### src/rtl/mem_port_arbiter_pkg.sv
// mem_port_arbiter_pkg
//   Shared definitions for the memory-port arbiter: FSM state encoding,
//   owner encoding, data widths and the registered memory command record.
//   No ports (package).
package mem_port_arbiter_pkg;

    localparam int XLEN   = 32;
    localparam int STRB_W = XLEN / 8;

    typedef enum logic [1:0] {
        ST_IDLE   = 2'd0,
        ST_ACCESS = 2'd1,
        ST_DONE   = 2'd2
    } arb_state_t;

    typedef enum logic {
        OWN_IF = 1'b0,
        OWN_D  = 1'b1
    } owner_t;

    // Everything driven onto the memory port besides mem_req itself.
    typedef struct packed {
        logic              we;
        logic [XLEN-1:0]   addr;
        logic [XLEN-1:0]   wdata;
        logic [STRB_W-1:0] wstrb;
    } mem_cmd_t;

    // Command for the chosen owner. Fetches never write; loads carry a zero
    // strobe so memory sees byte enables only on stores.
    function automatic mem_cmd_t build_cmd(
        input logic              take_d,
        input logic [XLEN-1:0]   if_addr,
        input logic              d_we,
        input logic [XLEN-1:0]   d_addr,
        input logic [XLEN-1:0]   d_wdata,
        input logic [STRB_W-1:0] d_wstrb
    );
        mem_cmd_t c;
        if (take_d) begin
            c.we    = d_we;
            c.addr  = d_addr;
            c.wdata = d_wdata;
            c.wstrb = d_we ? d_wstrb : '0;
        end else begin
            c.we    = 1'b0;
            c.addr  = if_addr;
            c.wdata = '0;
            c.wstrb = '0;
        end
        return c;
    endfunction

endpackage

### src/rtl/mem_arb_watchdog.sv
// mem_arb_watchdog
//   Counts consecutive cycles spent in ACCESS and flags the cycle in which
//   the TIMEOUT-th such cycle is reached. TIMEOUT=0 disables the watchdog.
// Ports:
//   i_clk      system clock, rising edge
//   i_reset    synchronous active-high reset
//   i_run      high while the arbiter is in ACCESS
//   i_clear    restart the count (arbiter not in ACCESS)
//   o_expired  high during the last allowed ACCESS cycle
module mem_arb_watchdog #(
    parameter int TIMEOUT = 64
) (
    input  logic i_clk,
    input  logic i_reset,
    input  logic i_run,
    input  logic i_clear,
    output logic o_expired
);

    generate
        if (TIMEOUT == 0) begin : g_off
            logic w_unused;
            assign w_unused  = ^{i_clk, i_reset, i_run, i_clear};
            assign o_expired = 1'b0;
        end else begin : g_on
            localparam int CW = (TIMEOUT > 1) ? $clog2(TIMEOUT) : 1;
            logic [CW-1:0] r_cnt;

            // The count holds the number of ACCESS cycles already completed,
            // so the current cycle is the TIMEOUT-th when it equals TIMEOUT-1.
            assign o_expired = i_run && (r_cnt == CW'(TIMEOUT - 1));

            always_ff @(posedge i_clk) begin
                if (i_reset || i_clear) begin
                    r_cnt <= '0;
                end else if (i_run && !o_expired) begin
                    r_cnt <= r_cnt + CW'(1);
                end
            end
        end
    endgenerate

endmodule

### src/rtl/mem_port_arbiter.sv
// mem_port_arbiter
//   Shares one memory port between instruction fetch (IF) and load/store (LSU).
//   IDLE picks an owner and registers its command, ACCESS holds mem_req until
//   mem_ready or watchdog expiry, DONE pulses the owner's ready for one cycle.
//   LSU has priority; after MAX_STREAK back-to-back LSU grants with IF waiting,
//   IF is granted next.
// Ports:
//   i_clk, i_reset                       clock, synchronous active-high reset
//   i_if_req/i_if_addr                   fetch request (held until o_if_ready)
//   o_if_ready/o_if_rdata                fetch completion pulse and data
//   i_d_req/i_d_we/i_d_addr/i_d_wdata/i_d_wstrb   LSU request (held until o_d_ready)
//   o_d_ready/o_d_rdata                  LSU completion pulse and load data
//   o_mem_req/o_mem_we/o_mem_addr/o_mem_wdata/o_mem_wstrb   memory command
//   i_mem_ready/i_mem_rdata              memory acknowledge and read data
//   o_err                                pulses with ready when the access aborted
module mem_port_arbiter
    import mem_port_arbiter_pkg::*;
#(
    parameter int MAX_STREAK = 4,
    parameter int TIMEOUT    = 64
) (
    input  logic              i_clk,
    input  logic              i_reset,
    input  logic              i_if_req,
    input  logic [XLEN-1:0]   i_if_addr,
    output logic              o_if_ready,
    output logic [XLEN-1:0]   o_if_rdata,
    input  logic              i_d_req,
    input  logic              i_d_we,
    input  logic [XLEN-1:0]   i_d_addr,
    input  logic [XLEN-1:0]   i_d_wdata,
    input  logic [STRB_W-1:0] i_d_wstrb,
    output logic              o_d_ready,
    output logic [XLEN-1:0]   o_d_rdata,
    output logic              o_mem_req,
    output logic              o_mem_we,
    output logic [XLEN-1:0]   o_mem_addr,
    output logic [XLEN-1:0]   o_mem_wdata,
    output logic [STRB_W-1:0] o_mem_wstrb,
    input  logic              i_mem_ready,
    input  logic [XLEN-1:0]   i_mem_rdata,
    output logic              o_err
);

    localparam logic [3:0] STREAK_MAX = 4'(MAX_STREAK);

    arb_state_t      r_state, w_state_nxt;
    owner_t          r_owner;
    mem_cmd_t        r_cmd;
    logic            r_mem_req;
    logic [3:0]      r_streak;
    logic            r_if_ready, r_d_ready, r_err;
    logic [XLEN-1:0] r_if_rdata, r_d_rdata;

    logic w_grant, w_take_d, w_complete, w_abort, w_expired;

    mem_arb_watchdog #(.TIMEOUT(TIMEOUT)) u_wdog (
        .i_clk     (i_clk),
        .i_reset   (i_reset),
        .i_run     (r_state == ST_ACCESS),
        .i_clear   (r_state != ST_ACCESS),
        .o_expired (w_expired)
    );

    always_ff @(posedge i_clk) begin
        if (i_reset) r_state <= ST_IDLE;
        else         r_state <= w_state_nxt;
    end

    always_comb begin
        w_state_nxt = r_state;
        w_grant     = 1'b0;
        w_take_d    = 1'b0;
        w_complete  = 1'b0;
        w_abort     = 1'b0;
        case (r_state)
            ST_IDLE: begin
                if (i_if_req || i_d_req) begin
                    w_grant     = 1'b1;
                    w_take_d    = i_d_req && !(i_if_req && (r_streak == STREAK_MAX));
                    w_state_nxt = ST_ACCESS;
                end
            end
            ST_ACCESS: begin
                // An acknowledge in the final allowed cycle still completes normally.
                if (i_mem_ready) begin
                    w_complete  = 1'b1;
                    w_state_nxt = ST_DONE;
                end else if (w_expired) begin
                    w_abort     = 1'b1;
                    w_state_nxt = ST_DONE;
                end
            end
            ST_DONE:  w_state_nxt = ST_IDLE;
            default:  w_state_nxt = ST_IDLE;
        endcase
    end

    always_ff @(posedge i_clk) begin
        if (i_reset) begin
            r_owner    <= OWN_IF;
            r_cmd      <= '0;
            r_mem_req  <= 1'b0;
            r_streak   <= '0;
            r_if_ready <= 1'b0;
            r_d_ready  <= 1'b0;
            r_err      <= 1'b0;
            r_if_rdata <= '0;
            r_d_rdata  <= '0;
        end else begin
            // Ready/err are only ever set on the ACCESS->DONE edge, so they
            // naturally fall after the single DONE cycle.
            r_if_ready <= 1'b0;
            r_d_ready  <= 1'b0;
            r_err      <= 1'b0;

            if (w_grant) begin
                r_owner   <= w_take_d ? OWN_D : OWN_IF;
                r_cmd     <= build_cmd(w_take_d, i_if_addr, i_d_we, i_d_addr,
                                       i_d_wdata, i_d_wstrb);
                r_mem_req <= 1'b1;
                if (w_take_d && i_if_req) begin
                    if (r_streak != STREAK_MAX) r_streak <= r_streak + 4'd1;
                end else begin
                    r_streak <= '0;
                end
            end

            if (w_complete || w_abort) begin
                r_mem_req <= 1'b0;
                r_err     <= w_abort;
                if (r_owner == OWN_D) begin
                    r_d_ready <= 1'b1;
                    r_d_rdata <= w_abort ? '0 : i_mem_rdata;
                end else begin
                    r_if_ready <= 1'b1;
                    r_if_rdata <= w_abort ? '0 : i_mem_rdata;
                end
            end
        end
    end

    assign o_mem_req   = r_mem_req;
    assign o_mem_we    = r_cmd.we;
    assign o_mem_addr  = r_cmd.addr;
    assign o_mem_wdata = r_cmd.wdata;
    assign o_mem_wstrb = r_cmd.wstrb;
    assign o_if_ready  = r_if_ready;
    assign o_if_rdata  = r_if_rdata;
    assign o_d_ready   = r_d_ready;
    assign o_d_rdata   = r_d_rdata;
    assign o_err       = r_err;

endmodule

### config.mk
export PLATFORM = sky130hd
export DESIGN_NAME = mem_port_arbiter
export DESIGN_NICKNAME = d
export VERILOG_FILES = /design/src/rtl/mem_port_arbiter_pkg.sv /design/src/rtl/mem_arb_watchdog.sv /design/src/rtl/mem_port_arbiter.sv
export SDC_FILE = /design/constraint.sdc
export NUM_CORES = 1
export LEC_CHECK = 0
export CAP_MARGIN = 20
export CORE_ASPECT_RATIO = 1.25
export CORE_UTILIZATION = 46
export CTS_BUF_LIST = sky130_fd_sc_hd__clkbuf_4
export DETAILED_ROUTE_END_ITERATION = 8
export PLACE_DENSITY = 0.89
export RECOVER_POWER = 100
export SETUP_SLACK_MARGIN = 0.1
export SLEW_MARGIN = 15
export SYNTH_ARGS = -nofsm -noshare
export SYNTH_HDL_FRONTEND = slang
export SYNTH_SLANG_ARGS = --single-unit
### constraint.sdc
create_clock -name i_clk -period 2.64 [get_ports i_clk]
set_input_delay 0.396 -clock i_clk [delete_from_list [all_inputs] [get_ports i_clk]]
set_output_delay 0.396 -clock i_clk [all_outputs]
set_load 0.05 [all_outputs]
=== Word-level counts from Yosys, hierarchy flattened ===
Index checks and enable logic that the tools add are counted.

* Output and inout port bits: 137
* Memories: 0
* RAM bits: 0
* Flip-flop bits (word level): 150
* Input port bits: 138
* Word-level logic and storage cells: 64
* Latch bits: 0
* Memory bits (read-only): 0

* Muxes and demuxes: 21
* $add $sub $neg: 2
* Multiply operators: 0
* Reductions and logical operators: 17
* Divide/modulo/power cells: 0
* Bitwise operators: 2
* Equal/unequal tests: 8
* Order comparisons: 0
* Shifts and indexed selects: 0

{| class="wikitable"
|+ Operators by type and width
! cell !! number
|-
| 69-bit 2-to-1 mux || 1
|-
| 32-bit 2-to-1 mux || 1
|-
| 1-bit 2-to-1 mux || 12
|-
| 4-bit 2-to-1 mux || 3
|-
| 2-bit AND reduction || 4
|-
| 6-bit by 1-bit adder with 6-bit output (second input constant) || 1
|-
| 6-bit == test (second input constant) || 1
|-
| 2-bit 2-to-1 mux || 3
|-
| 1-bit logical AND || 5
|-
| 4-bit by 1-bit adder with 4-bit output (second input constant) || 1
|-
| 4-bit by 3-bit == test with 1-bit output (second input constant) || 1
|-
| 2-bit by 1-bit != test with 1-bit output (second input constant) || 2
|-
| 4-bit by 3-bit != test with 1-bit output (second input constant) || 1
|-
| 2-bit case mux with 2 select lines || 1
|-
| 2-bit OR reduction || 2
|-
| 1-bit logical OR || 3
|-
| 3-bit != test (second input constant) || 1
|-
| 2-bit by 1-bit == test with 1-bit output (second input constant) || 1
|-
| 1-bit zero test || 2
|-
| 2-bit zero test || 1
|-
| 2-bit != test (second input constant) || 1
|-
| 1-bit inverter || 2
|}

=== Logic depth before layout (Yosys ltp) ===
Gate-level depths: netlist (run 1).

* Word-level depth: 9
* Gate-level depth with buffers: 8

=== Cells and area by module ===
Synthesis (run 1) repeated with hierarchy kept, for this count alone.

* Cell total of the unflattened synthesis: 746
* Area total of the unflattened synthesis: 6,441.2 um2

{| class="wikitable"
|+ Modules (own cells, without submodules)
! module !! cells each !! area an instance (um2) !! seq. area each (um2) !! instances
|-
| mem_port_arbiter || 713 || 6,139.6 || 2,882.8 || 1
|-
| mem_arb_watchdog || 33 || 301.5 || 120.1 || 1
|}

=== Least setup slack after synthesis (run 1) ===
OpenSTA, ideal clock, no wires.

* Kind: flip-flop to flip-flop
* Start: register u_wdog.g_on.r_cnt[0]
* End: register r_if_rdata[10], in the netlist o_if_rdata[10]
* Path slack: 1.033 ns
* Buffers on the path: 2
* Cell stages (with the launch flop): 8
* Library setup time: 0.072 ns
* Period minus slack after synthesis: 1.607 ns
* Arrival: 1.536 ns
* Required time: 2.568 ns
* Cell sequence: dfxtp_1 -> ha_1 -> and2_1 -> buf_4 -> a21oi_4 -> nor3_4 -> buf_8 -> mux2i_1

* Cells in the longest elaborated chain, start to end: 7
* Elaborated cells between the ends (all ways): 8

{| class="wikitable"
|+ RTL lines
! element !! line !! text
|-
| start: declaration || mem_arb_watchdog.sv:27 || <nowiki>logic [CW-1:0] r_cnt;</nowiki>
|-
| start signal: assignment || mem_arb_watchdog.sv:37 || <nowiki>r_cnt <= r_cnt + CW'(1);</nowiki>
|-
| 6-bit == test (*) || mem_arb_watchdog.sv:31 || <nowiki>assign o_expired = i_run && (r_cnt == CW'(TIMEOUT - 1));</nowiki>
|-
| 1-bit logical AND (*) || mem_arb_watchdog.sv:31 ||
|-
| 1-bit 2-to-1 mux (*) || mem_port_arbiter.sv:89 || <nowiki>end else if (w_expired) begin</nowiki>
|-
| 1-bit 2-to-1 mux (*) || mem_port_arbiter.sv:86 || <nowiki>if (i_mem_ready) begin</nowiki>
|-
| 1-bit 2-to-1 mux (*) || mem_port_arbiter.sv:76 || <nowiki>case (r_state)</nowiki>
|-
| 1-bit logical OR || mem_port_arbiter.sv:129 || <nowiki>if (w_complete || w_abort) begin</nowiki>
|-
| 2-bit AND reduction (no source line) || n/a ||
|-
| end signal: assignment || mem_port_arbiter.sv:137 || <nowiki>r_if_rdata <= w_abort ? '0 : i_mem_rdata;</nowiki>
|-
| end: declaration || mem_port_arbiter.sv:53 || <nowiki>logic [XLEN-1:0] r_if_rdata, r_d_rdata;</nowiki>
|}

Mark *: on every way between the ends. The rest lies on a longest branch, timed or not.
A chain may end at the register's enable or synchronous reset.

=== Worst setup path in the final report (run 1) ===
* Start: register r_streak[0]
* End: register r_cmd (netlist bit o_mem_wdata[23])

* Cells in the longest elaborated chain, start to end: 7

{| class="wikitable"
|+ RTL lines
! element !! line !! text
|-
| start: declaration || mem_port_arbiter.sv:51 || <nowiki>logic [3:0] r_streak;</nowiki>
|-
| start signal: assignment || mem_port_arbiter.sv:123 || <nowiki>if (r_streak != STREAK_MAX) r_streak <= r_streak + 4'd1;</nowiki>
|-
| 4-bit by 3-bit == test with 1-bit output || mem_port_arbiter.sv:80 || <nowiki>w_take_d = i_d_req && !(i_if_req && (r_streak == STREAK_MAX));</nowiki>
|-
| 1-bit logical AND || mem_port_arbiter.sv:80 ||
|-
| 1-bit zero test || mem_port_arbiter.sv:80 ||
|-
| 1-bit logical AND || mem_port_arbiter.sv:80 ||
|-
| 1-bit 2-to-1 mux || mem_port_arbiter.sv:78 || <nowiki>if (i_if_req || i_d_req) begin</nowiki>
|-
| 1-bit 2-to-1 mux || mem_port_arbiter.sv:76 ||
|-
| 69-bit 2-to-1 mux || mem_port_arbiter_pkg.sv:40 || <nowiki>if (take_d) begin</nowiki>
|-
| end signal: assignment || mem_port_arbiter.sv:119 || <nowiki>r_cmd <= build_cmd(w_take_d, i_if_addr, i_d_we, i_d_addr,</nowiki>
|-
| end: declaration || mem_port_arbiter.sv:49 || <nowiki>mem_cmd_t r_cmd;</nowiki>
|}

No other way between the ends.

==> results.yml, run 1 <==
logic_synthesis:
  ys_warn_count: 0
  syn_area_um2: 6016
  synth-seq-area-share_pct: 49.92
  synth_nets: 815
  ys_seq_elements: 150
  synth_cell_types: 42
  async_flop_share_pct: 0
  syn_area_per_cell_um2: 8.925
  ys.flop_type: "dfxtp_1"
  synth-edff-count: 0
  synth_cells: 674
cts:
  postCtsSetupBuffers: 0
  ctsLongestPathBuffers: 2
  clockRootBuffer: "clkbuf_4"
  cts_tree: "yes"
  clkTransAtPathRegs_ns: 0.13
  clkLatencyLatePin_ns: 0.51
  clock_sinks: 150
  hold_buffers: 0
  htreeDepth: 4
  post_cts_resized: 0
  cts_made_buffers: 17
pwr:
  p_comb_share_pct: 24.9
  switching_power_mw: 1.699
  p_int_mw: 3.696
  p_leak_nw: 3.705
  seqPwrFrac_pct: 45.7
  finalPower_mw: 5.395
  powerDensity_nw_per_um2: 592.4
  ir_drop_mv: 0.3943
  clkPwrFrac_pct: 29.4
  switching_share_pct: 31.49
min_path:
  hp-start: "i_reset"
  hold_class: "input port to register"
sta:
  hold_viol_final: 0
  max_clock_freq_ghz: 0.4452
  tightestPinTransition_ns: 1.107
  min_period_ns: 2.246
  finalSetupTns_ns: 0
  slew_violations: 0
  hold_slack_ns: 0.3911
  fin_skew_ns: 0.02769
  finalCritPeriodShare_pct: 85.08
  rsz0062_at_grt: "no"
  finalSetupViolCount: 0
  slew_headroom_pct: 26.19
final_layout:
  diodes: 0
  drive_gt1_share_pct: 5.145
  final_common_cell: "dfxtp_1"
  area_growth_pct: 51.37
  layout_common_cells: "150 x dfxtp_1, 137 x dlygate4sd3_1, 136 x clkdlybuf4s50_1"
  fin_area_um2: 9106
  layout.nets: 1062
  final_cells: 1101
die:
  coreArea_um2: 12720
  dieArea_um2: 13540
  die_h_um: 129.9
  start_util_pct: 47.29
  io_pins: 275
  row_count: 46
  die_w_um: 104.3
setup_path:
  reg2reg_from: "r_streak[0]"
  path_max_fanout: 37
  crit_start: "r_streak[0]"
  start_kind: "register"
  required_ns: 3.08
  critPathKind: "register to register"
  endpoint_kind: "register"
  cp.arrival_ns: 2.68
grt:
  grt_overflow: 0
  grt_pass1_vias: 5405
  track_usage_pct: 23.93
  grt_pass1_wl_um: 26200
  grt_max_degree: 66
  antenna_found_initial: 0
routing:
  finalWirelength_um: 16560
  dr.pass1.iters: 5
  drc: 0
  wl_per_cell_um: 15.04
  viasPerCell: 5.195
  via_count: 5720
  drt.antenna.violating_nets: 0
  drtIter0Drc: 283
outcome:
  outcome: "finished, final reports clean"
job:
  drv_cap: 0
placed_design:
  hpwl_um: 11420
  placed_cell_area_um2: 8846
  numPortBuffers: 274
  gp_congestion: 0.7788
  dp.cells: 1070
-- registers in the layout (all words and copies together) (netlist names), 2 cells and up --
| name | flops |
|---|---|
| o_mem_wdata | 32 |
| o_mem_addr | 32 |
| r_state | 2 |
| r_streak | 4 |
| o_mem_wstrb | 4 |
| u_wdog.g_on.r_cnt | 6 |
| o_if_rdata | 32 |
| o_d_rdata | 32 |
-- layer usage --
metal / track usage (%) / wire length, um / up-vias
met5: 0 / 0 / -
met4: 9.076 / 425 / 0
met3: 6.793 / 904 / 30
met2: 41.60 / 8498 / 201
met1: 28.11 / 6731 / 2678
li1: - / - / 2811
-- metrics by stage --
| step | util, % | worst slack, ns |
|---|---|---|
| after floorplan | - | 1.033 |
| after global placement | 69.55 | 0.5623 |
| after detailed placement | 69.55 | 0.4000 |
| after CTS | 72.09 | 0.4574 |
| after global routing | 71.59 | 0.2375 |
| final | 71.59 | 0.3940 |
-- critical path, stage by stage, from the launching register on --
cell and delay (ns):
dfxtp_1 0.38, inv_1 0.08, ha_1 0.22, nand4b_1 0.14, and3_2 0.32, clkbuf_2 0.63
a22oi_1 0.24, nor2_1 0.17
-- final timing paths --
check                                  endpoint  slack, ns  cells after the start
worst max-delay path            o_mem_wdata[23]       0.39                      7
worst max register to register  o_mem_wdata[23]       0.39                      7
worst min-delay path            o_mem_wdata[19]       0.39                      2
worst min register to register     o_d_rdata[8]       0.47                      2
-- kinds of logic after synthesis --
family | synth area share (%)
flip-flops | 49.92
adder cells (fa/ha/maj) | 0.6240
buffers and inverters | 5.241
multiplexers | 5.491
AO/OA/AOI/OAI | 16.85
XOR/XNOR | 0.2912
AND/OR/NAND/NOR | 21.59
-- Yosys cell counts (2+ instances only) --
cell / count / area (um^2)
a211oi_1: 33 / 247.7
a21oi_1: 39 / 195.2
a22oi_1: 34 / 255.2
a32oi_1: 4 / 35.03
and2_1: 2 / 12.51
buf_2: 27 / 135.1
buf_4: 6 / 45.04
buf_8: 3 / 45.04
clkbuf_1: 21 / 78.83
dfxtp_1: 150 / 3003
ha_1: 3 / 37.54
inv_1: 3 / 11.26
mux2i_1: 33 / 330.3
nand2_1: 70 / 262.8
nand2b_1: 65 / 406.6
nand3_1: 36 / 180.2
nand4_1: 2 / 12.51
nand4b_1: 2 / 17.52
nor2_1: 82 / 307.8
nor2b_1: 2 / 12.51
nor4_1: 2 / 12.51
o21ai_0: 3 / 15.01
o21ai_1: 33 / 165.2
-- power by group through the flow --
stage | Combinational [mW] | Clock (mW) | Sequential, mW
final | 1.34 | 1.59 | 2.46
after CTS | 1.40 | 1.64 | 2.47
after detailed placement | 1.40 | 0 | 2.52
after global placement | 1.38 | 0 | 2.51
after floorplan | 0.408 | 0 | 2.94
after global routing | 1.43 | 1.73 | 2.48
-- cell type report --
type	count	area (um^2)
fillers	993	3613
flip-flops and latches	150	3003
repair buffers	285	2877
multi-input cells	464	2681
well taps	168	210.2
clock inverters	11	173.9
clock buffers	20	150.1
inverters	3	11.26
(Power assumes the default switching activity.)
==> run 2: changes to the inputs <==
CAP_MARGIN = unset   (was 20)
CORE_UTILIZATION = 45   (was 46)
CTS_BUF_LIST = sky130_fd_sc_hd__clkbuf_4 sky130_fd_sc_hd__clkbuf_8 sky130_fd_sc_hd__clkbuf_16   (was sky130_fd_sc_hd__clkbuf_4)
GPL_TIMING_DRIVEN = 0   (was unset)
PLACE_DENSITY = 0.87   (was 0.89)
==> run 2 against run 1 <==
First-iteration DRC count up 11%. Die area up 2.2%. Hold slack better by 0.075 ns. Worst setup slack better by 0.11 ns. Cell area up 5.1%. Via count up 4.0%. Routed wire length up 9.7%. Sequential share of layout area down 1.6 points. Flip-flop and latch count unchanged. Critical path type is now input port to register. Largest cell class is now non-clock buffers. Highest routed layer unchanged.
==> results.yml, run 2 (synthesis gave the netlist of run 1 again) <==
routing:
  drt.antenna.violating_nets: 0
  wl_per_cell_um: 15.84
  drtIter0Drc: 313
  drc: 0
  finalWirelength_um: 18160
  via_count: 5951
  dr.pass1.iters: 4
  viasPerCell: 5.188
final_layout:
  final_cells: 1147
  drive_gt1_share_pct: 6.537
  layout.nets: 1107
  area_growth_pct: 59.11
  diodes: 0
  final_common_cell: "dfxtp_1"
  layout_common_cells: "150 x dfxtp_1, 138 x dlygate4sd3_1, 135 x clkdlybuf4s50_1"
  fin_area_um2: 9572
  nFillCells: 959
placed_design:
  hpwl_um: 13270
  pre_cts_ws_ns: 0.5323
  dp.cells: 1115
  placed_cell_area_um2: 8959
  numPortBuffers: 273
  gp_congestion: 0.8541
setup_path:
  cp.arrival_ns: 2.49
  start_kind: "input port"
  path_max_fanout: 10
  endpoint_kind: "register"
  crit_start: "i_if_req"
  reg2reg_from: "u_wdog.g_on.r_cnt[0]"
  r2r_cells: 7
  critPathKind: "input port to register"
  endpoint: "o_mem_we"
  required_ns: 3.00
  rr_endpoint: "o_d_rdata[10]"
  rrSetupSlack_ns: 0.54
pwr:
  powerDensity_nw_per_um2: 674.2
  ir_drop_mv: 0.3877
  p_leak_nw: 3.941
cts:
  postCtsSetupBuffers: 0
  cts_made_buffers: 17
  htreeDepth: 4
  post_cts_resized: 0
  hold_buffers: 0
  clkTransAtPathRegs_ns: 0.06
  clockRootBuffer: "clkbuf_16"
  clock_sinks: 150
  clkLatencyLatePin_ns: 0.42
  cts_tree: "yes"
  ctsLongestPathBuffers: 2
die:
  row_count: 46
  dieArea_um2: 13840
  start_util_pct: 46.87
  die_w_um: 105.4
  coreArea_um2: 12830
  die_h_um: 131.3
  io_pins: 275
sta:
  finalSetupTns_ns: 0
  slew_headroom_pct: 45.36
  min_period_ns: 2.133
  hold_viol_final: 0
  fin_skew_ns: 0.01933
  tightestPinTransition_ns: 0.7989
  slew_violations: 0
  setup_ws_ns: 0.5072
  finalSetupViolCount: 0
  finalCritPeriodShare_pct: 80.79
  rsz0062_at_grt: "no"
  max_clock_freq_ghz: 0.4689
min_path:
  hold_class: "register to register"
grt:
  grt_overflow: 0
  grt_pass1_vias: 5844
  grt_pass1_wl_um: 29120
  grt_max_degree: 17
  track_usage_pct: 26.43
  antenna_found_initial: 0
outcome:
  outcome: "finished, final reports clean"
job:
  drv_cap: 0
## run 2: metal layers
layer,up-vias,GRT usage (%),wire length (um)
met5,-,0,0
li1,2900,-,-
met1,2796,28.95,7128
met2,219,46.60,9311
met4,0,11.19,498
met3,36,8.185,1225
## run 2: per-stage QoR
step | power, mW | utilization [%] | hold WS (ns)
global placement | 3.917 | 69.80 | 0.4502
floorplan | 3.351 | - | 0.4492
detailed placement | 3.931 | 69.80 | 0.4543
CTS | 6.542 | 74.80 | 0.4669
global route | 6.693 | 74.58 | 0.4793
finish | 6.453 | 74.58 | 0.4662
## run 2: final cells by class
type	instances	area, um^2	share of cell area [%]
clock buffers	19	446.7	4.667
plain buffers	57	292.8	3.059
flip-flops and latches	150	3003	31.37
multi-input cells	464	2680	28.00
well taps	168	210.2	2.196
clock inverters	13	195.2	2.039
repair buffers	273	2733	28.55
inverters	3	11.26	0.1176
## run 2: worst min-delay path by stage
stage / start / to / slack, ns / cells past startpoint
4_1_cts: o_d_rdata[30] / o_d_rdata[30] / 0.47 / 2
3_5_place_dp: o_d_rdata[3] / o_d_rdata[3] / 0.45 / 2
6_report: o_d_rdata[7] / o_d_rdata[7] / 0.47 / 2
3_3_place_gp: o_d_rdata[1] / o_d_rdata[1] / 0.45 / 2
5_1_grt: o_d_rdata[26] / o_d_rdata[26] / 0.48 / 2
2_1_floorplan: u_wdog.g_on.r_cnt[1] / u_wdog.g_on.r_cnt[1] / 0.45 / 2
## run 2: worst max-delay path, cell delays in order
cell and delay, ns:
dlygate4sd3_1 0.59, o21ai_0 0.34, clkbuf_1 0.46, clkbuf_1 0.43, a22oi_1 0.15, nor2_1 0.12
## run 2: report_power, final
group / switching [mW] / internal (mW) / total (mW)
clock: 0.987 / 1.63 / 2.62
combinational: 0.847 / 0.524 / 1.37
sequential: 0.0672 / 2.40 / 2.46
==> run 3: changes to the inputs <==
CORE_UTILIZATION = 42   (was 45)
PLACE_DENSITY = 0.82   (was 0.87)
clock period = 2 ns   (was 2.64 ns; I/O delays follow)
==> run 3 against run 2 <==
Critical path depth down 5. Highest routed layer unchanged. Register-to-register slack lost 0.34 ns. Total power rose by 24%. Largest cell class is now sequential cells. Sequential power up 32%. Hold slack got worse by 0.10 ns. Critical endpoint is now o_mem_addr[14]. Clock power is 14% higher.
==> results.yml, run 3 (synthesis gave the netlist of run 1 again) <==
sta:
  max_clock_freq_ghz: 0.5212
  slew_violations: 0
  finalCritPeriodShare_pct: 95.93
  hold_slack_ns: 0.3636
  tightestPinTransition_ns: 0.6853
  min_period_ns: 1.919
  finalSetupViolCount: 0
  slew_headroom_pct: 54.51
  rsz0062_at_grt: "no"
  hold_viol_final: 0
  fin_skew_ns: 0.01147
  finalSetupTns_ns: 0
setup_path:
  cpMaxStageDelayCell: "dlygate4sd3_1"
  critPathTopFamily: "buffers and inverters"
  cp.arrival_ns: 1.62
  path_buf_inv: 1
  path_cells: "dlygate4sd3_1"
  path_max_fanout: 2
  required_ns: 1.70
  critPathKind: "register to output pin"
  start_kind: "register"
  max_stage_delay_ns: 0.88
  endpoint_kind: "output pin"
routing:
  drtIter0Drc: 337
  drt.antenna.violating_nets: 0
  dr.max_layer_used: "met4"
  wl_met2_um: 9264
  via_count: 5886
  wl_met1_um: 7064
  wl_per_cell_um: 15.60
  finalWirelength_um: 18050
  dr.pass1.iters: 5
  viasPerCell: 5.087
  drc: 0
  wl_met3_um: 1332
grt:
  grt_max_degree: 17
  grt_pass1_wl_um: 28250
  grt_pass1_vias: 5863
  track_usage_pct: 24.17
  grt_overflow: 0
  antenna_found_initial: 0
die:
  die_h_um: 135.8
  coreArea_um2: 13870
  io_pins: 275
  dieArea_um2: 14810
  row_count: 48
  die_w_um: 109.0
  start_util_pct: 43.36
pwr:
  p_leak_nw: 3.402
  ir_drop_mv: 0.5625
  powerDensity_nw_per_um2: 884.6
  finalPower_mw: 8.002
placed_design:
  hpwl_um: 13230
  gp_congestion: 0.7950
  numPortBuffers: 273
min_path:
  hold_class: "input port to register"
cts:
  clkTransAtPathRegs_ns: 0.07
  htreeDepth: 4
  ctsLongestPathBuffers: 2
  cts_tree: "yes"
  clockRootBuffer: "clkbuf_16"
  cts_made_buffers: 17
  clock_sinks: 150
  clkLatencyLatePin_ns: 0.42
  hold_buffers: 0
final_layout:
  layout_common_cells: "177 x clkdlybuf4s50_1, 148 x dfxtp_1, 100 x clkbuf_1"
  diodes: 0
  drive_gt1_share_pct: 8.452
  area_growth_pct: 50.37
  final_common_cell: "clkdlybuf4s50_1"
  layout.nets: 1110
job:
  drv_cap: 0
outcome:
  outcome: "finished, final reports clean"
[run 3: changes by cell type in the layout (fill, tap and decap cells not counted), moves of 4 or more]
cell / previous run / this run
bufinv_16: 4 / 0
clkdlybuf4s50_1: 135 / 177
dlygate4sd2_1: 0 / 4
dlygate4sd3_1: 138 / 11
clkbuf_1: 30 / 100
clkbuf_2: 0 / 10
clkinvlp_4: 2 / 6
[run 3: worst min-delay path, cell delays in order]
cell and delay (ns):
buf_2 0.20, a31oi_4 0.10, nand2_1 0.08, mux2i_1 0.05
[run 3: report_power, final]
part	internal, mW	leakage [nW]	total, mW	switching, mW
sequential	3.16	1.23	3.25	0.0931
clock	1.63	0.253	2.99	1.36
combinational	0.639	1.92	1.76	1.12
[run 3: final timing paths]
path | endpoint | startpoint | slack (ns) | cells past startpoint
setup reg to reg | o_if_rdata[6] | u_wdog.g_on.r_cnt[0] | 0.20 | 8
hold reg to reg | o_d_rdata[23] | o_d_rdata[23] | 0.47 | 2
hold / removal | o_if_rdata[31] | i_reset | 0.36 | 4
setup / recovery | o_mem_addr[14] | o_mem_addr[14] | 0.08 | 1
[run 3: repair_timing]
item,4_1_cts,5_1_grt
pin swaps,0,3
setup buffers,0,3
resized for setup,4,96
endpoints found under the setup margin,4,160
[run 3: per-stage QoR]
stage / cells / setup WS (ns) / utilization, % / area, um^2
final: 1157 / 0.08137 / 65.21 / 9046
after global routing: 1157 / 0.05030 / 65.21 / 9046
after CTS: 1154 / 0.1061 / 68.56 / 9512
after detailed placement: 1122 / -0.02901 / 64.64 / 8967
after global placement: 1122 / 0.03209 / 64.64 / 8967
after floorplan: 674 / 0.3925 / - / 6016
[run 3: per-layer routing]
| metal | GRT usage, % | vias up |
|---|---|---|
| met2 | 42.10 | 211 |
| met3 | 7.456 | 30 |
| li1 | - | 2906 |
| met4 | 9.610 | 0 |
| met5 | 0 | - |
| met1 | 27.04 | 2739 |
[run 3: layout make-up]
| type | count | area [um^2] |
|---|---|---|
| Inverter | 3 | 11.26 |
| Timing Repair Buffer | 276 | 2256 |
| Tap cell | 175 | 219.0 |
| Buffer | 57 | 311.5 |
| Clock buffer | 18 | 432.9 |
| Multi-Input combinational cell | 464 | 2694 |
| Clock inverter | 14 | 116.4 |
| Sequential cell | 150 | 3005 |
| Fill cell | 1243 | 4827 |
==> RTL change, RTL diff (config.mk and constraints of run 2) <==
`TIMEOUT` is set to 64 in 2 places; all go to 256.
--- a/src/rtl/mem_arb_watchdog.sv
+++ b/src/rtl/mem_arb_watchdog.sv
@@ -8,7 +8,7 @@
 //   i_clear    restart the count (arbiter not in ACCESS)
 //   o_expired  high during the last allowed ACCESS cycle
 module mem_arb_watchdog #(
-    parameter int TIMEOUT = 64
+    parameter int TIMEOUT = 256
 ) (
     input  logic i_clk,
     input  logic i_reset,
--- a/src/rtl/mem_port_arbiter.sv
+++ b/src/rtl/mem_port_arbiter.sv
@@ -17,7 +17,7 @@
     import mem_port_arbiter_pkg::*;
 #(
     parameter int MAX_STREAK = 4,
-    parameter int TIMEOUT    = 64
+    parameter int TIMEOUT    = 256
 ) (
     input  logic              i_clk,
     input  logic              i_reset,
Behaviour: same outputs for any inputs over 4 cycles, from zero or initial values and one cycle with i_reset high; that may be too few to reach the edited logic, so the function may still have changed.
==> RTL change against run 2 <==
Routed wire length increased by 1.5%. Highest routed layer unchanged. Sequential cell count up 2. Final area decreased by 4.5%. Total power increased by 0.76%. Largest cell class is now sequential cells. Count of clock-buffer cells in the layout is 3 higher. Worst setup slack worse by 63 ps. Die area decreased by 5.4%. Critical endpoint is now o_if_rdata[10]. Synthesized area decreased by 5.5%.
==> RTL change: results (changes against run 2) <==
status completed (unchanged); global-route wire length before repair 28400 um (was 29100 um); sequential-to-total area share from yosys stat 53.5% (was 49.9%); DR WL/cell 18.1 um (was 15.8 um); VDD IR max 453 uV (was 388 uV); Int Power 4.62 mW (was 4.55 mW); FILL cells 866 (was 959); Post-Syn Nets 691 (was 815); multi-input combinational area share 24.7% (was 28.0%); Num CTS Buffers 17 (unchanged); sequential fraction of design power 38.4% (was 38.2%); worst hold path type in2reg (was reg2reg); Placed Area 8620 um^2 (was 8960 um^2); PortBufs 273 (unchanged); Max Cap Viol 0 (unchanged); most frequent cells after synthesis 152 x dfxtp_1, 80 x nor2_1, 64 x a32o_1 (was 150 x dfxtp_1, 82 x nor2_1, 70 x nand2_1); adder-cell share of the synthesized area 0.660% (was 0.624%); fin nets 983 (was 1107); Clock Latency Late Sink 410 ps; Logic power comb 1.39 mW; non-clk buf share 32.5% (was 31.6%); Post-Synth XOR/XNOR Area 0.616% (was 0.291%); Non-CTS buffers 327 (was 330); number of distinct library cells after synthesis 52 (was 42); sequential share of cell area 33.3% (was 31.4%); Clock Network Area Fraction 7.09% (was 6.71%); HPWL after DPL 13700 um (was 13300 um); wire length on met1 6650 um (was 7130 um); drt first pass iters 5 (was 4); mux share of post-synthesis cell area 0.176% (was 5.49%); CLK BUF 22 (was 19); vias 5706 (was 5951); vias in the first global route 5791 (was 5844); ANT cells 0 (unchanged); Least-Margin Pin Slew 757 ps (was 799 ps); Seq cells post-synth 152 (was 150); Leakage Power 3.77 nW (was 3.94 nW); Tot GR Track Use 28.0% (was 26.4%); complex-gate fraction of the synthesized area 28.2% (was 16.8%); metal3 WL 1520 um (was 1230 um); layout cells sized above 1 8.07% (was 6.54%); invs w/o clock 5 (was 3); met2 wire length 9820 um (was 9310 um); number of DRC markers in iteration 0 216 (was 313); Final GP Congestion 0.852 (was 0.854); top cells by area, synth dfxtp_1 54%, a32o_1 11%, nor2_1 5.3% (was dfxtp_1 50%, nand2b_1 6.8%, mux2i_1 5.5%); Clock Skews 9.67 ps (was 19.3 ps); Final Setup Violations 0 (unchanged); synth warn 0 (unchanged); comb_multi_in 339 (was 464)
==> RTL change: cell count changes in the layout (fill, tap and decap cells not counted), moves of 5 or more <==
cell	change
buf_2	-5
nand2_1	-34
o21ai_1	-5
a211oi_2	+12
a211oi_1	-13
mux2i_1	-32
o21ai_0	-27
a32o_1	+64
nand2b_1	-64
nand3_1	-33
==> RTL change: routing by layer <==
metal / up-vias / global-route usage [%]
li1: 2640 / -
met5: - / 0
met1: 2778 / 28.4
met4: 0 / 11.8
met3: 31 / 8.23
met2: 257 / 51.9
==> RTL change: path summary, 6_finish.rpt <==
| kind | start | endpoint | slack (ps) | depth (start not counted) |
|---|---|---|---|---|
| worst max register to register | u_wdog.g_on.r_cnt[0] | o_if_rdata[10] | 440 | 6 |
| worst min register to register | o_if_rdata[6] | o_if_rdata[6] | 460 | 1 |
| worst max-delay path | u_wdog.g_on.r_cnt[0] | o_if_rdata[10] | 440 | 6 |
| worst min-delay path | i_reset | u_wdog.g_on.r_cnt[2] | 440 | 4 |
==> RTL change: metrics by stage <==
step | power (mW) | setup slack, ps | hold WS [ps] | std cells | utilization [%]
after floorplan | 3.40 | 1080 | 450 | 550 | -
after global placement | 3.97 | 578 | 445 | 987 | 70.6
after detailed placement | 4.01 | 541 | 453 | 987 | 70.6
after CTS | 6.62 | 630 | 459 | 1019 | 75.9
after global routing | 6.71 | 317 | 477 | 1019 | 74.8
final | 6.50 | 444 | 440 | 1019 | 74.8
==> RTL change: logic make-up after synthesis <==
family          Yosys count
compound gates          187
xor+xnor                  4
fa+ha+maj                 3
buf+inv                  59
flops                   152
mux                       1
simple gates            144
==> RTL change: critical path, stage by stage (launching register included) <==
cell and delay [ps]:
dfxtp_1 380, ha_1 280, nand4_4 150, o21bai_1 420
a21oi_1 250, clkbuf_1 300, a32o_1 290
